===== config.mk =====
export PLATFORM = sky130hd
export DESIGN_NAME = imem_access_arbiter
export DESIGN_NICKNAME = d
export VERILOG_FILES = /design/src/rtl/imem_access_arbiter_pkg.sv /design/src/rtl/imem_starve_counter.sv /design/src/rtl/imem_access_arbiter.sv
export SDC_FILE = /design/constraint.sdc
export NUM_CORES = 1
export LEC_CHECK = 0
export CAP_MARGIN = 10
export CORE_AREA = 2 2 104 106
export CTS_BUF_LIST = sky130_fd_sc_hd__clkbuf_8
export CTS_CLUSTER_SIZE = 25
export DETAILED_ROUTE_END_ITERATION = 16
export DIE_AREA = 0 0 106 108
export PLACE_DENSITY = 0.82
export SLEW_MARGIN = 10
export SYNTH_ARGS = -nofsm -noshare
export SYNTH_HDL_FRONTEND = slang
export SYNTH_SLANG_ARGS = --single-unit

===== constraint.sdc =====
create_clock -name clk_i -period 6 [get_ports clk_i]
set_clock_uncertainty 0.1 [all_clocks]
set_input_delay 0.6 -clock clk_i [delete_from_list [all_inputs] [get_ports clk_i]]
set_output_delay 0.6 -clock clk_i [all_outputs]
set_load 0.05 [all_outputs]

===== src/rtl/imem_access_arbiter_pkg.sv =====
// Shared types and constants for the instruction-memory access arbiter.
// Holds the BOOT/RUN state encoding, memory depth and the word returned for out-of-range reads.
package imem_access_arbiter_pkg;

    typedef enum logic {
        ST_BOOT = 1'b0,
        ST_RUN  = 1'b1
    } arb_state_e;

    localparam int IMEM_DEPTH  = 65;
    localparam int IMEM_DATA_W = 32;

    localparam logic [IMEM_DATA_W-1:0] ZERO_WORD = '0;

    // Range check is done on the full 32-bit word index, so high address bits cannot alias.
    function automatic logic addr_in_range(input logic [31:0] addr, input int unsigned depth);
        return addr < depth;
    endfunction

endpackage


===== src/rtl/imem_starve_counter.sv =====
// Saturating counter that tracks how many consecutive cycles the loader has been denied.
// at_max_o tells the arbiter to force the loader through on the current cycle.
module imem_starve_counter #(
    parameter int MAX = 4
) (
    input  logic clk_i,
    input  logic reset_i,
    input  logic inc_i,
    input  logic clr_i,
    output logic at_max_o
);

    localparam int CW = ($clog2(MAX + 1) > 0) ? $clog2(MAX + 1) : 1;

    logic [CW-1:0] cnt_q;
    logic [CW-1:0] cnt_d;

    assign at_max_o = (cnt_q == CW'(MAX));

    always_comb begin
        cnt_d = cnt_q;
        if (clr_i) begin
            cnt_d = '0;
        end else if (inc_i && !at_max_o) begin
            cnt_d = cnt_q + CW'(1);
        end
    end

    always_ff @(posedge clk_i) begin
        if (reset_i) begin
            cnt_q <= '0;
        end else begin
            cnt_q <= cnt_d;
        end
    end

endmodule


===== src/rtl/imem_access_arbiter.sv =====
// Shares the single instruction-memory port between the fetch path and the loader/debug port.
// The loader owns the port during BOOT; in RUN fetch wins unless the loader has starved too long.
//
//   state   | meaning
//   ST_BOOT | program image being loaded; only the loader is served
//   ST_RUN  | normal operation; fetch priority with loader anti-starvation
module imem_access_arbiter
    import imem_access_arbiter_pkg::*;
#(
    parameter int DEPTH      = IMEM_DEPTH,
    parameter int DATA_W     = IMEM_DATA_W,
    parameter int STARVE_MAX = 4
) (
    input  logic              clk_i,
    input  logic              reset_i,
    input  logic              fetch_req_i,
    input  logic [31:0]       fetch_addr_i,
    output logic              fetch_gnt_o,
    output logic              fetch_rvalid_o,
    output logic [DATA_W-1:0] fetch_rdata_o,
    input  logic              ldr_req_i,
    input  logic              ldr_we_i,
    input  logic [31:0]       ldr_addr_i,
    input  logic [DATA_W-1:0] ldr_wdata_i,
    input  logic              ldr_done_i,
    output logic              ldr_gnt_o,
    output logic              ldr_rvalid_o,
    output logic [DATA_W-1:0] ldr_rdata_o,
    output logic              addr_err_o,
    output logic              boot_done_o,
    output logic [31:0]       mem_ad_o,
    output logic              mem_we_o,
    output logic [DATA_W-1:0] mem_wd_o,
    input  logic [DATA_W-1:0] mem_rd_i
);

    arb_state_e state_q;
    arb_state_e state_d;

    logic              fetch_gnt;
    logic              ldr_gnt;
    logic              ldr_rd_gnt;
    logic              any_gnt;
    logic              in_range;
    logic              starve_at_max;
    logic              starve_inc;
    logic              starve_clr;
    logic [DATA_W-1:0] rd_word;

    logic              fetch_rvalid_q;
    logic [DATA_W-1:0] fetch_rdata_q;
    logic              ldr_rvalid_q;
    logic [DATA_W-1:0] ldr_rdata_q;
    logic              addr_err_q;

    always_comb begin
        state_d = state_q;
        if ((state_q == ST_BOOT) && ldr_done_i) begin
            state_d = ST_RUN;
        end
    end

    always_comb begin
        fetch_gnt = 1'b0;
        ldr_gnt   = 1'b0;
        if (state_q == ST_BOOT) begin
            ldr_gnt = ldr_req_i;
        end else if (ldr_req_i && starve_at_max) begin
            ldr_gnt = 1'b1;
        end else begin
            fetch_gnt = fetch_req_i;
            ldr_gnt   = ldr_req_i & ~fetch_req_i;
        end
    end

    // In BOOT every loader request is granted, so the counter only ever advances in RUN.
    assign starve_inc = (state_q == ST_RUN) & ldr_req_i & ~ldr_gnt;
    assign starve_clr = ldr_gnt | ~ldr_req_i;

    imem_starve_counter #(
        .MAX(STARVE_MAX)
    ) u_starve (
        .clk_i   (clk_i),
        .reset_i (reset_i),
        .inc_i   (starve_inc),
        .clr_i   (starve_clr),
        .at_max_o(starve_at_max)
    );

    assign any_gnt    = fetch_gnt | ldr_gnt;
    assign ldr_rd_gnt = ldr_gnt & ~ldr_we_i;
    assign mem_ad_o   = fetch_gnt ? fetch_addr_i : (ldr_gnt ? ldr_addr_i : 32'h0);
    assign in_range   = addr_in_range(mem_ad_o, unsigned'(DEPTH));
    assign mem_we_o   = ldr_gnt & ldr_we_i & in_range;
    assign mem_wd_o   = ldr_wdata_i;
    assign rd_word    = in_range ? mem_rd_i : DATA_W'(ZERO_WORD);

    always_ff @(posedge clk_i) begin
        if (reset_i) begin
            state_q        <= ST_BOOT;
            fetch_rvalid_q <= 1'b0;
            fetch_rdata_q  <= '0;
            ldr_rvalid_q   <= 1'b0;
            ldr_rdata_q    <= '0;
            addr_err_q     <= 1'b0;
        end else begin
            state_q        <= state_d;
            fetch_rvalid_q <= fetch_gnt;
            ldr_rvalid_q   <= ldr_rd_gnt;
            addr_err_q     <= any_gnt & ~in_range;
            if (fetch_gnt) begin
                fetch_rdata_q <= rd_word;
            end
            if (ldr_rd_gnt) begin
                ldr_rdata_q <= rd_word;
            end
        end
    end

    assign fetch_gnt_o    = fetch_gnt;
    assign ldr_gnt_o      = ldr_gnt;
    assign fetch_rvalid_o = fetch_rvalid_q;
    assign fetch_rdata_o  = fetch_rdata_q;
    assign ldr_rvalid_o   = ldr_rvalid_q;
    assign ldr_rdata_o    = ldr_rdata_q;
    assign addr_err_o     = addr_err_q;
    assign boot_done_o    = (state_q == ST_RUN);

endmodule

==> results of run 1 <==
-- routing by layer --
metal / global-route usage (%) / part of all wire (%) / up-vias
met2: 36.59 / 48 / 167
met4: 5.451 / 1.1 / 0
met3: 6.389 / 9.3 / 21
met5: 0 / 0 / -
met1: 26.68 / 41 / 1740
li1: - / - / 1660
-- cells by family after synthesis --
kind of cell	Yosys count	share of synthesized area, %
buf+inv	75	12.82
simple gates	103	18.83
xor+xnor	1	0.2492
fa+ha+maj	2	0.7119
flops	71	40.44
compound gates	105	26.95
-- state kept, by name (all words and copies together), names as in the netlist --
| register | cells |
|---|---|
| boot_done_o | 1 |
| u_starve.cnt_q | 3 |
| fetch_rdata_o | 32 |
| ldr_rvalid_o | 1 |
| fetch_rvalid_o | 1 |
| ldr_rdata_o | 32 |
| addr_err_o | 1 |
-- per-stage QoR --
step	area, um2	worst slack, ns	utilization [%]	std cells
after floorplan	3515	3.075	-	357
after global placement	5338	1.486	52.17	632
after detailed placement	5338	1.449	52.17	632
after CTS	5567	1.448	54.41	648
after global routing	5597	1.591	54.70	649
final	5597	1.801	54.70	649
-- worst min path at each step --
stage / start / to / slack [ns] / depth (start not counted)
floorplan: u_starve.cnt_q[0] / u_starve.cnt_q[0] / 0.32 / 1
global placement: u_starve.cnt_q[0] / u_starve.cnt_q[0] / 0.33 / 1
detailed placement: u_starve.cnt_q[0] / u_starve.cnt_q[0] / 0.34 / 1
CTS: u_starve.cnt_q[0] / u_starve.cnt_q[0] / 0.36 / 1
global route: u_starve.cnt_q[0] / u_starve.cnt_q[0] / 0.38 / 1
finish: u_starve.cnt_q[0] / u_starve.cnt_q[0] / 0.35 / 1
-- placed cells by master (no fill, tap or decap), types with 2 or more instances in the layout --
cell / count
a22o_1: 32
a32o_1: 32
o32ai_1: 32
ha_1: 2
dfxtp_1: 71
nor3_1: 3
nand2b_1: 32
nor2b_1: 2
inv_6: 2
nand3b_1: 32
nand4_1: 2
clkdlybuf4s50_1: 203
inv_1: 5
clkbuf_8: 10
o21ai_1: 2
bufinv_16: 2
nand2_1: 3
nand3_1: 2
buf_4: 5
nor4_1: 12
nor2_1: 9
-- final cells by class --
type / instances / area (um2) / share of cell area (%)
clock inverter: 6 / 91.34 / 1.632
inverter: 5 / 18.77 / 0.3353
clock buffer: 10 / 137.6 / 2.459
sequential: 71 / 1421 / 25.40
multi-input combinational: 211 / 1655 / 29.58
tap: 136 / 170.2 / 3.040
timing repair buffer: 210 / 2102 / 37.56
-- power by group through the flow --
stage / registers (mW) / clock network (mW) / logic [mW]
6_report: 0.493 / 0.433 / 0.364
5_1_grt: 0.495 / 0.471 / 0.380
4_1_cts: 0.493 / 0.447 / 0.359
3_5_place_dp: 0.504 / 0 / 0.358
3_3_place_gp: 0.503 / 0 / 0.354
2_1_floorplan: 0.552 / 0 / 0.210
==> impl_metrics.ini, run 1 <==
[status]
status = finished clean

[global_route]
grt_usage_pct = 21.47
antenna_found_initial = 0
first_global_vias = 3564
overflow = 0
grt_max_degree = 99
grt_pass1_wl_um = 19460

[clock_network]
htreeDepth = 3
cts_made_buffers = 9
cts_sinks = 71
cts_resized = 0
clk_pin_slew_ns = 0.08
max-clock-path-buffers = 2
post_cts_buffers = 0
cts_tree = built
cts_root_buf = clkbuf_8
worst_skew_pair.late_latency_ns = 0.33
postCtsHoldBufs = 0

[setup_path]
critPathSlowestCell = clkdlybuf4s50_1
path_class = primary input to output pin
r2r_cells = 8
startpoint = fetch_addr_i[26]
startpoint_type = primary input
worstPathMaxFanout = 24
r2r-end = ldr_rdata_o[21]
end_kind = output pin
cp_cell_sequence = clkdlybuf4s50_1 > nor4_1 > nand3_1 > o21ai_1 > o211a_1 > buf_16 > and3_1 > clkdlybuf4s50_1
crit_top_cell = clkdlybuf4s50_1
r2r-start = u_starve.cnt_q[0]
path_buf_inv = 3
worstPathRequired_ns = 5.30
critical_path_depth = 8
cp-endpoint = mem_we_o
cp_top_family = buffers and inverters
arrival_ns = 3.50
cpPeakStageDelay_ns = 0.80
reg2reg_slack_ns = 3.30

[yosys]
syn-num-nets = 493
avgSynthCellArea_um2 = 9.845
syn_area_um2 = 3515
synth_top_area_share_pct = 40.44
synthFlopType = dfxtp_1
syn_inst = 357
ys_types = 32
synth_area_leaders = dfxtp_1 40%, a32o_1 9.1%, a22o_1 8.0%
synth_edf_count = 0
synth_seq_area_share_pct = 40.44
async_reset_ff_share_pct = 0
synth-seq-cells = 71
synth_common_cells = 71 x dfxtp_1, 33 x buf_4
synth.most_common_cell = dfxtp_1
yosysWarnings = 0
yosysTopAreaCell = dfxtp_1

[pwr]
p_total_mw = 1.290
switching_share_pct = 31.47
power.internal_mw = 0.8839
ir_worst_vdd_mv = 0.1730
p_seq_share_pct = 38.2
p_per_area_nw_per_um2 = 230.5
p_comb_share_pct = 28.2
p_leak_nw = 1.899
switchingPower_mw = 0.4059
clockPowerShare_pct = 33.6

[place]
gp_congestion = 0.8969
dp_hpwl_um = 8887
portBuffers = 204

[worst_hold_path]
holdCritPathClass = flop to flop

[floorplan]
fp.dieArea_um2 = 11450
core_um2 = 10230
num_rows = 37
die_y_um = 108
pin_count = 269
die_w_um = 106
initial_core_util_pct = 34.35

[cells_and_area]
n_antenna_cell = 0
layout.nets = 644
drive_above_1_share_pct = 5.848
fill_cells = 926
syn_to_final_growth_pct = 59.24

[timing]
drv_slew = 0
max_freq_mhz = 238.1
hold_ws_ns = 0.3540
setup_viol = 0
rsz0062_at_grt = false
finalSetupTns_ns = 0
fin_crit_sh_pct = 69.99
layout_min_cycle_time_ns = 4.199
max-slew-margin-rel_pct = 34.16
hold_violations = 0
worst_pin_slew_ns = 0.9876

[job]
cap_violations = 0

[drt]
wl_per_cell_um = 19.35
vias_per_cell = 5.529
wl_um = 12560
final_antenna_net_count = 0
dr.pass1.iters = 4
via_count = 3588
drc_errors = 0
first_iter_violations = 146
(Power assumes the default switching activity.)
==> run 2: changes to the inputs <==
--- a/config.mk
+++ b/config.mk
@@ -6,12 +6,12 @@
 export NUM_CORES = 1
 export LEC_CHECK = 0
 export CAP_MARGIN = 10
-export CORE_AREA = 2 2 104 106
+export CORE_ASPECT_RATIO = 0.8
+export CORE_UTILIZATION = 31
 export CTS_BUF_LIST = sky130_fd_sc_hd__clkbuf_8
 export CTS_CLUSTER_SIZE = 25
 export DETAILED_ROUTE_END_ITERATION = 16
-export DIE_AREA = 0 0 106 108
-export PLACE_DENSITY = 0.82
+export PLACE_DENSITY = 0.78
 export SLEW_MARGIN = 10
 export SYNTH_ARGS = -nofsm -noshare
 export SYNTH_HDL_FRONTEND = slang
==> constraint.sdc (replaced) <==
create_clock -name clk_i -period 3.8 [get_ports clk_i]
set_clock_uncertainty 0.1 [all_clocks]
set_input_delay 0.38 -clock clk_i [delete_from_list [all_inputs] [get_ports clk_i]]
set_output_delay 0.38 -clock clk_i [all_outputs]
set_load 0.05 [all_outputs]
==> run 2 against run 1 <==
Against the previous run:
- largest cell class unchanged
- sequential share of layout area is 0.20 points higher
- clock-buffer cell count is 2 higher
- first-iteration DRC count is 93% higher
- highest routed layer unchanged
- critical endpoint is now mem_ad_o[0]
- register-to-register slack worse by 2.0 ns
==> impl_metrics.ini, run 2 (synthesis gave the netlist of run 1 again) <==
[cells_and_area]
seq_area_um2 = 1421
fill_cells = 996
syn_to_final_growth_pct = 57.99
multiInputGateArea_um2 = 1653
final_common_cell = clkdlybuf4s50_1
n_antenna_cell = 0
utilization_pct = 50.79
final_cell_mix = 171 x clkdlybuf4s50_1, 71 x dfxtp_1, 39 x buf_4
final_cells = 659
drive_above_1_share_pct = 12.23
layout.nets = 647

[timing]
drv_slew = 0
layout_min_cycle_time_ns = 3.102
rsz0062_at_grt = false
finalSetupTns_ns = 0
setup_viol = 0
fin_crit_sh_pct = 81.64
max-slew-margin-rel_pct = 37.15
max_freq_mhz = 322.4
hold_ws_ns = 0.3699
worst_pin_slew_ns = 0.9427
hold_violations = 0

[worst_hold_path]
hold_end = ldr_rdata_o[1]
hp-start = ldr_rdata_o[1]
holdPathStages = 1
holdCritPathClass = flop to flop

[clock_network]
max-clock-path-buffers = 2
cts_root_buf = clkbuf_8
cts_made_buffers = 9
post_cts_buffers = 0
cts_tree = built
cts_resized = 0
clk_pin_slew_ns = 0.08
cts_sinks = 71
postCtsHoldBufs = 0
htreeDepth = 3
worst_skew_pair.late_latency_ns = 0.34

[pwr]
power.internal_mw = 1.414
switchingPower_mw = 0.6188
clockPowerShare_pct = 34.0
switching_share_pct = 30.45
ir_worst_vdd_mv = 0.2083
p_leak_nw = 1.959
p_per_area_nw_per_um2 = 366.0
p_comb_share_pct = 27.7
p_seq_share_pct = 38.3

[place]
place_inst = 644
portBuffers = 204
gp_congestion = 0.9182
dp_hpwl_um = 8991

[drt]
wl_met1_um = 5218
wl_um = 12300
vias_per_cell = 5.451
via_count = 3592
wl_met2_um = 5911
final_antenna_net_count = 0
wl_met3_um = 1014
wl_per_cell_um = 18.66
first_iter_violations = 282
drc_errors = 0
dr.pass1.iters = 6
routed.top_layer = met4

[floorplan]
fp.dieArea_um2 = 11770
die_w_um = 121.0
die_y_um = 97.24
initial_core_util_pct = 32.15
num_rows = 34
core_um2 = 10930
pin_count = 269

[global_route]
overflow = 0
first_global_vias = 3562
antenna_found_initial = 0
grt_max_degree = 71
grt_pass1_wl_um = 19030
grt_usage_pct = 20.56

[setup_path]
r2r_cells = 7
r2r-start = u_starve.cnt_q[0]
path_class = flop to output pin
arrival_ns = 2.62
worstPathMaxFanout = 17
reg2reg_slack_ns = 1.27
r2r-end = ldr_rdata_o[24]
end_kind = output pin
worstPathRequired_ns = 3.32
startpoint_type = flop

[status]
status = finished clean

[job]
cap_violations = 0
-- run 2: metal layers --
metal,up-vias,GRT usage [%]
li1,1664,-
met1,1738,26.41
met2,165,32.62
met3,25,6.573
met4,0,6.173
met5,-,0
-- run 2: area by class of cell --
class                   count  share of cell area [%]
clock inverters             3                   1.172
inverters                   5                  0.3380
flip-flops and latches     71                   25.60
clock buffers              12                   2.974
repair buffers            213                   36.91
multi-input cells         211                   29.77
well taps                 144                   3.245
-- run 2: through the flow --
stage	power, mW	area [um2]	worst slack, ns
final	2.032	5553	0.6978
after global routing	2.116	5553	0.5767
after CTS	2.058	5553	0.6690
after detailed placement	1.358	5323	0.7565
after global placement	1.349	5323	0.7745
after floorplan	1.203	3515	1.128
-- run 2: worst max path at each step --
stage,startpoint,to,cells after the start
after floorplan,boot_done_o,mem_ad_o[10],5
after global placement,fetch_req_i,mem_ad_o[0],5
after detailed placement,fetch_req_i,mem_ad_o[0],5
after CTS,u_starve.cnt_q[0],mem_ad_o[0],6
after global routing,u_starve.cnt_q[0],mem_ad_o[0],6
final,u_starve.cnt_q[0],mem_ad_o[0],6
-- run 2: critical path, stage by stage (launching register included) --
cell and delay [ns]:
dfxtp_1 0.34, inv_1 0.06, ha_1 0.14, and2_4 0.17, o21a_1 0.54, a22o_1 0.22, clkdlybuf4s50_1 0.80
-- run 2: power groups by stage --
stage	registers (mW)	logic [mW]	clock network [mW]
6_report	0.779	0.564	0.690
4_1_cts	0.778	0.564	0.716
5_1_grt	0.781	0.588	0.748
3_5_place_dp	0.795	0.562	0
3_3_place_gp	0.794	0.554	0
2_1_floorplan	0.871	0.332	0
==> RTL change 1: new RTL, flow settings as in run 1 <==
Change the parameter `STARVE_MAX` from 4 to 8.
--- a/src/rtl/imem_access_arbiter.sv
+++ b/src/rtl/imem_access_arbiter.sv
@@ -9,7 +9,7 @@
 #(
     parameter int DEPTH      = IMEM_DEPTH,
     parameter int DATA_W     = IMEM_DATA_W,
-    parameter int STARVE_MAX = 4
+    parameter int STARVE_MAX = 8
 ) (
     input  logic              clk_i,
     input  logic              reset_i,
Function: changed (a bounded check fails within 10 cycles, from zero or initial values and one cycle with reset_i high).
==> RTL change 1 against run 1 <==
Combinational power shrank 30%; first-iteration DRC count shrank 34%; sequential cell count grew 1; critical path depth is the same; wire length shrank 9.4%; critical path type unchanged; maximum frequency shrank 4.5%; setup slack lost 0.20 ns; area after synthesis shrank 6.7%; largest power group unchanged; total power shrank 11%; global-route usage shrank 1.7 points; design area shrank 3.4%; synthesized cell count grew 8.1%.
==> RTL change 1: results (changes against run 1) <==
Outcome
The flow ran to the end, and the final reports show no timing, DRC or antenna violations.

Setup path
The maximum net fanout on the critical path is 25 (+4.2%). The highest-delay cell along the critical path is clkdlybuf4s50_1. The data arrival time of the worst path is 3.70 ns (+0.20 ns). The dominant delay contributor by cell family on the critical path is buffers and inverters. The peak per-stage delay on the critical path is 0.85 ns (+0.05 ns). The setup slack on the worst flop-to-flop path came to 2.96 ns (-0.34 ns).

Global route
The global route total overflow is 0 (unchanged). The via count of the first global-routing pass came to 3524 (-1.1%). The maximum number of pins on one net before global-route repair is 40 (-60%). The global-route wire length before repair is 17700 µm (-9.0%). The total track usage is 0.198 (-0.0169).

The number of antenna violations at the first check in global routing is 0 (unchanged).

Pwr
The sequential cell fraction of total power is 0.420 (+0.038). The clock network fraction of design power is 0.356 (+0.020). The net switching power was 309 µW (-24%).

The power in the clock group is 407 µW (-6.0%). The static power due to leakage is 1.90 nW (+0.17%). The largest voltage drop on the vdd net is 0.000131 V (-24%).

Placement
The count of placed standard cells including taps is 676 (+7.0%). The minimum setup slack after placement is 1.61 ns (+0.162 ns). The cell area after placement came to 0.00520 mm² (-2.6%). The post-DP HPWL was 9010 µm (+1.4%). The weighted congestion reported at the end of routability-driven placement was 0.909 (+1.3%).

Layout
The number of fill cells was 941 (+1.6%). The layout net count is 687 (+6.7%). The share of layout cells above drive strength 1 came to 0.0487 (-0.00974).

Logic synthesis
Sorting the synthesized cells by how often they occur yields dfxtp_1 (72), nand2_1 (69), o21ai_1 (64). The fraction of the mapped netlist area in compound gates was 0.229 (-0.0405). The adder-cell area share of the yosys netlist came to 0.00763 (+0.000514). The post-synth net total is 522 (+5.9%). In the post-synthesis netlist, the biggest area contributors are dfxtp_1 (44%), o21ai_1 (9.8%), a22o_1 (8.3%). The sequential cell area fraction in the yosys report is 0.440 (+0.0353).

The count of distinct cell types in the synthesized netlist is 32 (unchanged). The fraction of synthesized cell area in xor and xnor cells is 0.00534 (+0.00285). The average footprint of a synthesized cell was 8.49 µm² (-14%).

Clocking
The maximum level of the CTS H-tree is 3 (unchanged). The number of setup buffers added after CTS is 0 (unchanged). For the worst-skew pair, the clock arrives at the later sink with an insertion delay of 0.34 ns.

Routing
The initial DRC count is 97 (-34%). The routed wire length came to 11400 µm (-9.4%). The routed length per instance came to 16.5 µm (-15%).

The detailed-route vias per instance is 4.86 (-12%).

STA
The final critical path time including I/O delays and setup is 4.40 ns (+0.200 ns). The tightest hold margin is 0.344 ns (-0.0100 ns). The transition time at the pin with the least slew margin is 1.10 ns (+0.110 ns).
RTL change 1: final timing paths:
check                                         end  cells after the start              start
worst max register to register  fetch_rdata_o[17]                      8  u_starve.cnt_q[0]
worst max-delay path                     mem_we_o                      8        fetch_req_i
worst min register to register  fetch_rdata_o[27]                      2  fetch_rdata_o[27]
worst min-delay path            fetch_rdata_o[27]                      2  fetch_rdata_o[27]
RTL change 1: routing by layer:
| metal | GRT usage | share of wire | vias up |
|---|---|---|---|
| met1 | 0.207 | 0.37 | 1545 |
| met2 | 0.378 | 0.53 | 164 |
| met4 | 0.0648 | 0.013 | 0 |
| met5 | 0 | 0 | - |
| li1 | - | - | 1630 |
| met3 | 0.0591 | 0.083 | 12 |
RTL change 1: area by class of cell:
cell class	count	area, µm²	share of cell area
Clock buffer	10	138	0.0255
Clock inverter	4	70.1	0.0130
Inverter	5	18.8	0.00347
Multi-Input combinational cell	253	1480	0.274
Sequential cell	72	1440	0.267
Tap cell	136	170	0.0315
Timing Repair Buffer	210	2090	0.386
==> RTL change 2: new RTL, settings of run 1 <==
Without the edit above. Reset style: asynchronous (`reset_i`), changed in 2 clocked blocks.
--- a/src/rtl/imem_starve_counter.sv
+++ b/src/rtl/imem_starve_counter.sv
@@ -26,7 +26,7 @@
         end
     end
 
-    always_ff @(posedge clk_i) begin
+    always_ff @(posedge clk_i or posedge reset_i) begin
         if (reset_i) begin
             cnt_q <= '0;
         end else begin
--- a/src/rtl/imem_access_arbiter.sv
+++ b/src/rtl/imem_access_arbiter.sv
@@ -95,7 +95,7 @@
     assign mem_wd_o   = ldr_wdata_i;
     assign rd_word    = in_range ? mem_rd_i : DATA_W'(ZERO_WORD);
 
-    always_ff @(posedge clk_i) begin
+    always_ff @(posedge clk_i or posedge reset_i) begin
         if (reset_i) begin
             state_q        <= ST_BOOT;
             fetch_rvalid_q <= 1'b0;
Behaviour: differs if reset_i is asserted again (counterexample within 4 cycles, from zero or initial values and one cycle with reset_i high); with reset_i held inactive, the same outputs for 10 cycles.
==> RTL change 2 against run 1 <==
Area after synthesis shrank 2.1%; sequential share of layout area grew 6.9 points; clock power shrank 12%; sequential cell count is the same; count of clock-buffer cells in the layout shrank 1; setup slack lost 0.26 ns; total power shrank 15%; design area shrank 1.6%; wire length shrank 8.5%; die area is the same; highest routed layer unchanged; largest power group unchanged; synthesized cell count shrank 23%; register-to-register slack lost 0.87 ns.
==> RTL change 2: results (changes against run 1) <==
Setup path
The peak per-stage delay on the critical path is 0.90 ns (+0.10 ns). The highest-delay cell along the critical path is clkdlybuf4s50_1. The maximum net fanout on the critical path is 36 (+50%).

Global route
The number of antenna violations at the first check in global routing is 0 (unchanged). The via count of the first global-routing pass is 3072 (-14%). The total track usage is 0.193 (-0.0222). The maximum number of pins on one net before global-route repair is 72 (-27%). The global-route track usage on met3 is 0.0476 (-0.0163).

The global-route wire length before repair is 17200 µm (-12%). The met1 usage in global routing is 0.229 (-0.0379). The global routing usage on met2 came to 0.353 (-0.0134).

Logic synthesis
The post-synth net total came to 411 (-17%). Ranked by instance count, the synthesized netlist is headed by a22o_1 (93), dfrtp_1 (71), buf_4 (32). Sorting the synthesized cells by area gives the leading types as dfrtp_1 (52%), a22o_1 (24%), buf_4 (7.0%).

The top cell type's share of synthesized area is 0.516 (+0.112). The count of distinct cell types in the synthesized netlist is 34 (+6.3%). The async set or reset register ratio after synthesis is 1.00 (+1.00). The count of synthesis-stage warnings from yosys is 0 (unchanged). The average footprint of a synthesized cell is 12.5 µm² (+27%). The sequential cell area fraction in the yosys report came to 0.516 (+0.112).

Placement
The weighted congestion reported at the end of routability-driven placement was 0.911 (+1.6%). The cell area after placement is 0.00531 mm² (-0.47%). The number of I/O port buffers is 204 (unchanged). The minimum setup slack after placement is 1.55 ns (+0.102 ns).

The post-DP HPWL came to 8700 µm (-2.1%). The count of placed standard cells including taps came to 568 (-10%).

Clocking
The total clock buffers created by CTS is 9 (unchanged). The root buffer cell chosen for the clock tree is clkbuf_8. The maximum level of the CTS H-tree was 3 (unchanged). The number of setup buffers added after CTS is 0 (unchanged). The deepest clock path buffer count is 2 (unchanged).

The number of gates given a new drive strength after cts came to 0 (unchanged). The clock input transition at the sequential cells of the worst setup and hold paths is 0.07 ns. The worst-skew pair later-pin latency was 0.33 ns (about the same).

Layout
The layout net count was 579 (-10%). The share of layout cells above drive strength 1 is 0.0804 (+0.0219). The antenna diode instance count is 0 (unchanged).

Routing
The routed length per instance was 19.7 µm (+1.7%). The detailed-route vias per instance is 5.16 (-6.6%). The routed wire length is 11500 µm (-8.5%). The number of search-and-repair iterations in the first detailed-routing pass was 5 (+1). The initial DRC count came to 135 (-7.5%).

Pwr
The largest voltage drop on the vdd net came to 0.000107 V (-38%). The combinational power came to 240 µW (-34%). The switching share of total power was 0.292 (-0.0228). The static power due to leakage came to 2.32 nW (+22%). The sequential cell fraction of total power is 0.436 (+0.054). The total sequential power was 481 µW (-2%).

Min path
The worst hold path belongs to the class flop to flop.

STA
The transition time at the pin with the least slew margin is 0.995 ns (+0.00694 ns).

Outcome
The run finished with clean final reports.
==> RTL change 2: layer usage <==
metal	wire [µm]	part of all wire
met5	0	0
met4	130	0.011
met3	759	0.066
met2	6060	0.53
met1	4540	0.39
==> RTL change 2: cell families (layout without fill, tap and decap cells) <==
group | count (synthesis) | after routing | synth area share
buffers and inverters | 61 | 234 | 0.122
and+or+nand+nor | 35 | 35 | 0.0658
AOI/OAI and AO/OA | 106 | 106 | 0.288
adders and majority gates | 2 | 2 | 0.00727
DFF | 71 | 71 | 0.516
==> RTL change 2: path summary, 6_finish.rpt <==
kind | from | endpoint | slack (ns) | depth (start not counted)
max | ldr_req_i | mem_we_o | 1.54 | 7
min | u_starve.cnt_q[0] | u_starve.cnt_q[0] | 0.36 | 1
max reg2reg | u_starve.cnt_q[0] | fetch_rdata_o[10] | 2.43 | 9
min reg2reg | u_starve.cnt_q[0] | u_starve.cnt_q[0] | 0.36 | 1
max in group asynchronous | reset_i | ldr_rdata_o[20] | 4.48 | 3
min in group asynchronous | reset_i | ldr_rdata_o[3] | 0.74 | 3
==> RTL change 2: worst max-delay path, delay by kind of cell <==
kind / cells / cell delay [ns]
AOI/OAI and AO/OA: 2 / 0.84
and+or+nand+nor: 2 / 0.52
buffers and inverters: 3 / 1.79
==> RTL change 2: final cells by class <==
class,instances,area [µm²]
tap,136,170
multi-input combinational,143,1250
fill,896,4720
clock buffer,9,124
inverter,9,33.8
sequential,71,1780
clock inverter,7,71.3
timing repair buffer,209,2080
